File: src/rtl/sa_cache_pkg.sv
// sa_cache_pkg: shared state encoding, line layout and width helpers for the two-way cache.
package sa_cache_pkg;
  localparam int TAG_MAX = 64;
  localparam int DATA_MAX = 64;
  typedef enum logic [1:0] {IDLE, REFILL, WRITE_MEM} state_t;
  // Fields sized for the widest supported configuration so one layout serves every instance.
  typedef struct packed {
    logic valid;
    logic [TAG_MAX-1:0] tag;
    logic [DATA_MAX-1:0] data;
  } cache_line_t;
  function automatic int idx_w(input int sets);
    return $clog2(sets);
  endfunction
  function automatic int tag_w(input int addr_w, input int sets);
    return addr_w - 2 - $clog2(sets);
  endfunction
endpackage

File: src/rtl/sa_cache_way.sv
// sa_cache_way: one way of the cache - line storage with a write port and combinational lookup.
module sa_cache_way
  import sa_cache_pkg::*;
#(
  parameter int SETS = 8,
  parameter int TAG_W = 27,
  parameter int DATA_WIDTH = 32
) (
  input logic clk,
  input logic rst,
  input logic we,
  input logic [$clog2(SETS)-1:0] idx,
  input logic [TAG_W-1:0] tag,
  input logic [DATA_WIDTH-1:0] wr_data,
  output logic valid,
  output logic hit,
  output logic [DATA_WIDTH-1:0] rd_data
);
  cache_line_t lines [SETS];
  always_ff @(posedge clk or posedge rst)
    if (rst) lines <= '{default: '0};
    else if (we) lines[idx] <= '{valid: 1'b1, tag: TAG_MAX'(tag), data: DATA_MAX'(wr_data)};
  assign valid = lines[idx].valid;
  assign hit = valid && lines[idx].tag == TAG_MAX'(tag);
  assign rd_data = DATA_WIDTH'(lines[idx].data);
endmodule

File: src/rtl/sa_cache.sv
// sa_cache: two-way set-associative write-through, no-write-allocate cache with per-set LRU,
// blocking miss/write FSM toward a req/ack memory, and saturating hit/miss counters.
module sa_cache
  import sa_cache_pkg::*;
#(
  parameter int ADDR_WIDTH = 32,
  parameter int DATA_WIDTH = 32,
  parameter int SETS = 8,
  parameter int COUNT_WIDTH = 32
) (
  input logic clk,
  input logic rst,
  input logic cpu_read_en,
  input logic cpu_write_en,
  input logic [ADDR_WIDTH-1:0] cpu_addr,
  input logic [DATA_WIDTH-1:0] cpu_write_data,
  output logic [DATA_WIDTH-1:0] cpu_read_data,
  output logic cpu_stall,
  output logic mem_req,
  output logic mem_we,
  output logic [ADDR_WIDTH-1:0] mem_addr,
  output logic [DATA_WIDTH-1:0] mem_write_data,
  input logic [DATA_WIDTH-1:0] mem_read_data,
  input logic mem_ack,
  output logic [COUNT_WIDTH-1:0] hit_count,
  output logic [COUNT_WIDTH-1:0] miss_count
);
  localparam int IDX_W = idx_w(SETS);
  localparam int TAG_W = tag_w(ADDR_WIDTH, SETS);
  state_t state, next_state;
  logic [SETS-1:0] lru;
  logic [IDX_W-1:0] idx;
  logic [TAG_W-1:0] tag;
  logic [DATA_WIDTH-1:0] data0, data1, wr_data;
  logic hit0, hit1, valid0, valid1, we0, we1, victim, reading, access, hit, ack;
  assign idx = cpu_addr[IDX_W+1:2];
  assign tag = cpu_addr[ADDR_WIDTH-1:IDX_W+2];
  assign reading = cpu_read_en & ~cpu_write_en;
  assign access = state == IDLE && (cpu_read_en || cpu_write_en);
  assign hit = hit0 | hit1;
  assign ack = mem_req & mem_ack;
  // Empty ways fill before LRU is consulted, way 0 first.
  assign victim = ~valid0 ? 1'b0 : ~valid1 ? 1'b1 : lru[idx];
  assign wr_data = state == REFILL ? mem_read_data : cpu_write_data;
  sa_cache_way #(.SETS(SETS), .TAG_W(TAG_W), .DATA_WIDTH(DATA_WIDTH)) u_way0 (
    .clk(clk), .rst(rst), .we(we0), .idx(idx), .tag(tag), .wr_data(wr_data),
    .valid(valid0), .hit(hit0), .rd_data(data0)
  );
  sa_cache_way #(.SETS(SETS), .TAG_W(TAG_W), .DATA_WIDTH(DATA_WIDTH)) u_way1 (
    .clk(clk), .rst(rst), .we(we1), .idx(idx), .tag(tag), .wr_data(wr_data),
    .valid(valid1), .hit(hit1), .rd_data(data1)
  );
  always_ff @(posedge clk or posedge rst)
    if (rst) state <= IDLE;
    else state <= next_state;
  always_comb
    next_state = state == IDLE ? (cpu_write_en ? WRITE_MEM : reading && !hit ? REFILL : IDLE)
                               : ack ? IDLE : state;
  always_comb begin
    cpu_stall = !rst && (state == IDLE ? cpu_write_en || (reading && !hit) : !ack);
    cpu_read_data = rst ? '0
                  : state == REFILL && ack ? mem_read_data
                  : state == IDLE && reading && hit ? (hit0 ? data0 : data1) : '0;
    we0 = state == REFILL ? ack & ~victim : state == IDLE && cpu_write_en && hit0;
    we1 = state == REFILL ? ack & victim : state == IDLE && cpu_write_en && hit1;
  end
  always_ff @(posedge clk or posedge rst)
    if (rst) begin
      mem_req <= 1'b0;
      mem_we <= 1'b0;
      mem_addr <= '0;
      mem_write_data <= '0;
      lru <= '0;
      hit_count <= '0;
      miss_count <= '0;
    end else begin
      if (access) begin
        hit_count <= hit_count + COUNT_WIDTH'(hit && !(&hit_count));
        miss_count <= miss_count + COUNT_WIDTH'(!hit && !(&miss_count));
        if (hit) lru[idx] <= hit0;
        if (cpu_write_en || !hit) begin
          mem_req <= 1'b1;
          mem_we <= cpu_write_en;
          mem_addr <= cpu_addr & ~ADDR_WIDTH'(3);
        end
        if (cpu_write_en) mem_write_data <= cpu_write_data;
      end
      if (state == REFILL && ack) lru[idx] <= ~victim;
      if (ack) mem_req <= 1'b0;
    end
endmodule

File: config.mk
export PLATFORM = sky130hd
export DESIGN_NAME = sa_cache
export DESIGN_NICKNAME = d
export VERILOG_FILES = /design/src/rtl/sa_cache_pkg.sv /design/src/rtl/sa_cache_way.sv /design/src/rtl/sa_cache.sv
export SDC_FILE = /design/constraint.sdc
export NUM_CORES = 2
export LEC_CHECK = 0
export CORE_ASPECT_RATIO = 0.8
export CORE_MARGIN = 10
export CORE_UTILIZATION = 40
export CTS_BUF_LIST = sky130_fd_sc_hd__clkbuf_4 sky130_fd_sc_hd__clkbuf_8 sky130_fd_sc_hd__clkbuf_16
export DETAILED_ROUTE_END_ITERATION = 12
export GPL_ROUTABILITY_DRIVEN = 0
export PLACE_DENSITY = 0.63
export SYNTH_ARGS = -nofsm -noshare
export SYNTH_HDL_FRONTEND = slang
export SYNTH_HIERARCHICAL = 1
export SYNTH_SLANG_ARGS = --single-unit
File: constraint.sdc
create_clock -name clk -period 15.25 [get_ports clk]
set_input_delay 3.05 -clock clk [delete_from_list [all_inputs] [get_ports clk]]
set_output_delay 3.05 -clock clk [all_outputs]
set_load 0.05 [all_outputs]
==> impl_results.rst <==
.. list-table::
   :header-rows: 1

   * - Metric
     - Value
   * - Result of the run
     - finished clean
   * - Max-cap check violation count
     - 0
   * - Mean cell area of the mapped netlist
     - 14.7 µm²
   * - Global-route congestion overflow total
     - 0
   * - Post-layout nets
     - 3751
   * - Crit path DAT
     - slightly above 9 ns
   * - Slew headroom
     - 0.244
   * - Post-route core utilization
     - 0.470
   * - Proportion of synthesized chip area in sequential cells
     - 0.540
   * - Max Transition Viols Final
     - 0
   * - Post-DP HPWL
     - 75.5 mm
   * - Detailed Route WL
     - 130 mm
   * - Wirelength per Cell
     - roughly 24 µm
   * - Async set or reset register ratio after synthesis
     - 1.00
   * - Avg Vias per Cell
     - ~5.6
   * - Number of global-route vias before repair
     - 31500
   * - Area of placed instances
     - roughly 0.055 mm²
   * - CTS buffer count
     - 114
   * - Global-route wire length before repair
     - 200 mm
   * - Count of yosys warnings during synthesis
     - 6
   * - Iteration-0 DRC Markers
     - 1912
   * - Met3 demand-to-capacity share in global routing
     - 0.0326
   * - CTS max path bufs
     - 3
   * - Hold crit path type
     - flop to flop
   * - Busiest layer in global routing
     - met2
   * - Clock tree from TritonCTS
     - done
   * - Starting Density
     - 0.405
   * - Unrepaired setup endpoints after global routing
     - no
   * - Post-synthesis instance area
     - between 0.05 and 0.06 mm²
   * - Start-to-end type of the worst setup path
     - input pin to output port
   * - Post-synthesis register bit count
     - about 1100
   * - Boundary pin count
     - 264
   * - Count of flip-flops with a built-in enable after synthesis
     - 0
   * - Final cell area excluding filler cells
     - 0.0590 mm²
   * - Area enclosed by the die boundary
     - approximately 0.14 mm²
   * - Leak Pwr
     - roughly 0.028 µW
   * - Setup TNS
     - 0 ns
   * - Root buffer cell
     - sky130_fd_sc_hd__clkbuf_16
   * - Number of distinct library cell variants in the gate-level netlist after synthesis
     - between 60 and 70
   * - Gr usage total
     - 0.180
   * - Max Fclk
     - 82.6 MHz
   * - Power density over the cells
     - 144 mW/mm²
   * - Rows
     - 116
   * - Post-cts resize count
     - 0
   * - Antenna violations before repair
     - 10
   * - Total Power Consumption
     - between 8000 and 9000 µW
   * - Required time of the critical path
     - ~12 ns
   * - Skew-Pair Late Insertion Delay
     - a little over 0.7 ns
   * - Met1 Usage GRT
     - 0.256
   * - Number of instances in the synthesized netlist
     - roughly 3500
   * - Largest fanout on the critical path
     - between 80 and 90
   * - Final setup vio count
     - 0
   * - Critical path capture point type
     - output port
   * - Floorplan Core Area
     - 0.126 mm²
   * - Most common cell after layout, fill and taps aside
     - sky130_fd_sc_hd__mux2_2
   * - Cells along the critical path
     - buf_8 -> buf_4 -> buf_4 -> mux2i_1 -> a22oi_1 -> a21o_1 -> a21oi_1 -> nand4_1 -> nor4_2 -> nor2_1 -> nand3b_1 -> buf_4 -> a2bb2oi_1 -> nor2_1 -> clkdlybuf4s50_1
   * - H-tree lvl count
     - 3
   * - Met2 layer usage reported by global route
     - 0.285
   * - Worst IR drop on VDD
     - 140 µV
   * - Clock period minus final worst setup slack
     - about 12 ns
   * - Horiz. Die Dim
     - 419 µm
   * - Die Ht
     - ~340 µm
   * - Remaining antenna violation count after routing
     - 0
   * - Transition time at the pin with the least slew margin
     - 1.13 ns
   * - Fin. Hold Viols
     - 0
   * - Biggest cell delay along the critical path
     - between 0.8 and 0.9 ns
   * - Commonest register cell after synthesis
     - sky130_fd_sc_hd__dfrtp_1
   * - Post-CTS Setup Bufs
     - 0
   * - Via count
     - between 30000 and 40000
   * - CP max-delay cell
     - sky130_fd_sc_hd__nor4_2
   * - Count of buffers from port buffering
     - roughly 260
   * - Clk sink count
     - approximately 1100
   * - Most used cells in the layout excluding fill and tap cells
     - sky130_fd_sc_hd__mux2_2, sky130_fd_sc_hd__dfrtp_1, sky130_fd_sc_hd__clkdlybuf4s50_1
   * - DRC Markers
     - 0
   * - Area growth, synth to finish
     - 15.9%
   * - Pin count of the biggest net entering global routing
     - 171
   * - Cell occurring most often along the worst timing path
     - sky130_fd_sc_hd__buf_4
   * - Clock slew at reported path FFs
     - 0.06 ns
   * - CTS Hold Buffers Added
     - 0
   * - Fraction of layout cells with a size suffix above 1
     - 0.425
   * - Portion of the clock cycle consumed by the worst path in the final layout
     - 0.794
   * - Register-to-Register Setup Slack
     - 9.09 ns
   * - Startpoint class of the critical path
     - input pin
   * - TritonRoute pass-1 iters
     - 5
   * - Setup skew after layout
     - between 0.04 and 0.05 ns
[area by class of cell]
cell class                 instances  area (µm²)
antenna                            6        15.0
clock buffer                     168        3510
clock inverter                    37         495
fill                           11000       66700
inverter                          17        76.3
multi-input combinational       2076       22100
sequential                      1098       27500
tap                             1652        2070
timing repair buffer             339        3260
[where the power goes]
| group | switching, µW | leakage (µW) | internal (µW) | total (µW) |
|---|---|---|---|---|
| logic | 995 | 0.0109 | 878 | 1870 |
| clock network | 1190 | 0.00201 | 1750 | 2940 |
| registers | 264 | 0.0150 | 3450 | 3710 |
| total | 2450 | 0.0279 | 6080 | 8530 |
[registers in the layout (all words and copies together), names as in the netlist]
signal / cells
u_way0/lines: 480
u_way1/lines: 480
hit_count: 32
miss_count: 32
mem_write_data: 32
lru: 8
mem_addr: 30
mem_we: 1
mem_req: 1
state: 2
[worst max-delay path, delay by kind of cell]
kind	cells	cell delay, ns
multiplexers	1	0.31
buffers and inverters	5	2.92
AND/OR/NAND/NOR	5	1.76
AO/OA/AOI/OAI	4	0.74
[stage by stage]
step | cells | setup slack [ns] | hold WS (ns)
3_3_place_gp | 5182 | 3.18 | 0.445
2_1_floorplan | 3466 | 5.70 | 0.429
5_1_grt | 5392 | 2.74 | 0.479
4_1_cts | 5387 | 3.21 | 0.463
6_report | 5393 | 3.14 | 0.460
3_5_place_dp | 5182 | 3.20 | 0.448
[cells by family after synthesis]
logic type / share of synthesized area
XOR/XNOR: 0.0145
other: 0.0000737
flip-flops: 0.540
multiplexers: 0.353
AO/OA/AOI/OAI: 0.0294
adder cells (fa/ha/maj): 0.000983
AND/OR/NAND/NOR: 0.0345
buffers and inverters: 0.0283
[synth_stat cells (25+ instances only)]
cell                        count  area (µm²)
sky130_fd_sc_hd__buf_2        141         706
sky130_fd_sc_hd__clkbuf_1      66         248
sky130_fd_sc_hd__xnor2_1       56         490
sky130_fd_sc_hd__o21ai_0       38         190
sky130_fd_sc_hd__xor2_1        28         245
sky130_fd_sc_hd__nand2_1       59         221
sky130_fd_sc_hd__a22oi_1       50         375
sky130_fd_sc_hd__mux4_2       156        3510
sky130_fd_sc_hd__mux2_2      1102       12400
sky130_fd_sc_hd__buf_1         31         116
sky130_fd_sc_hd__a2bb2oi_1     32         280
sky130_fd_sc_hd__mux2i_1      192        1920
sky130_fd_sc_hd__and3_1        25         156
sky130_fd_sc_hd__nand3_1       35         175
sky130_fd_sc_hd__nand4_1       27         169
sky130_fd_sc_hd__dfrtp_1     1098       27500
sky130_fd_sc_hd__nor2_1        56         210
[worst paths after layout]
path,from,cells past startpoint,endpoint
setup / recovery,cpu_addr[2],15,cpu_read_data[0]
setup reg to reg,u_way0/lines[85],13,u_way0/lines[404]
hold / removal,u_way1/lines[128],1,u_way1/lines[128]
max in group asynchronous,rst,6,u_way0/lines[718]
hold reg to reg,u_way1/lines[128],1,u_way1/lines[128]
min in group asynchronous,rst,3,u_way1/lines[477]
[routing by layer]
metal / part of all wire / vias to the layer above / routed length, µm
met5: 0 / - / 0
met3: 0.043 / 198 / 5580
li1: - / 13200 / -
met2: 0.46 / 548 / 60400
met4: 0.022 / 0 / 2920
met1: 0.47 / 16200 / 61000
Power figures use the tool's default switching activity.
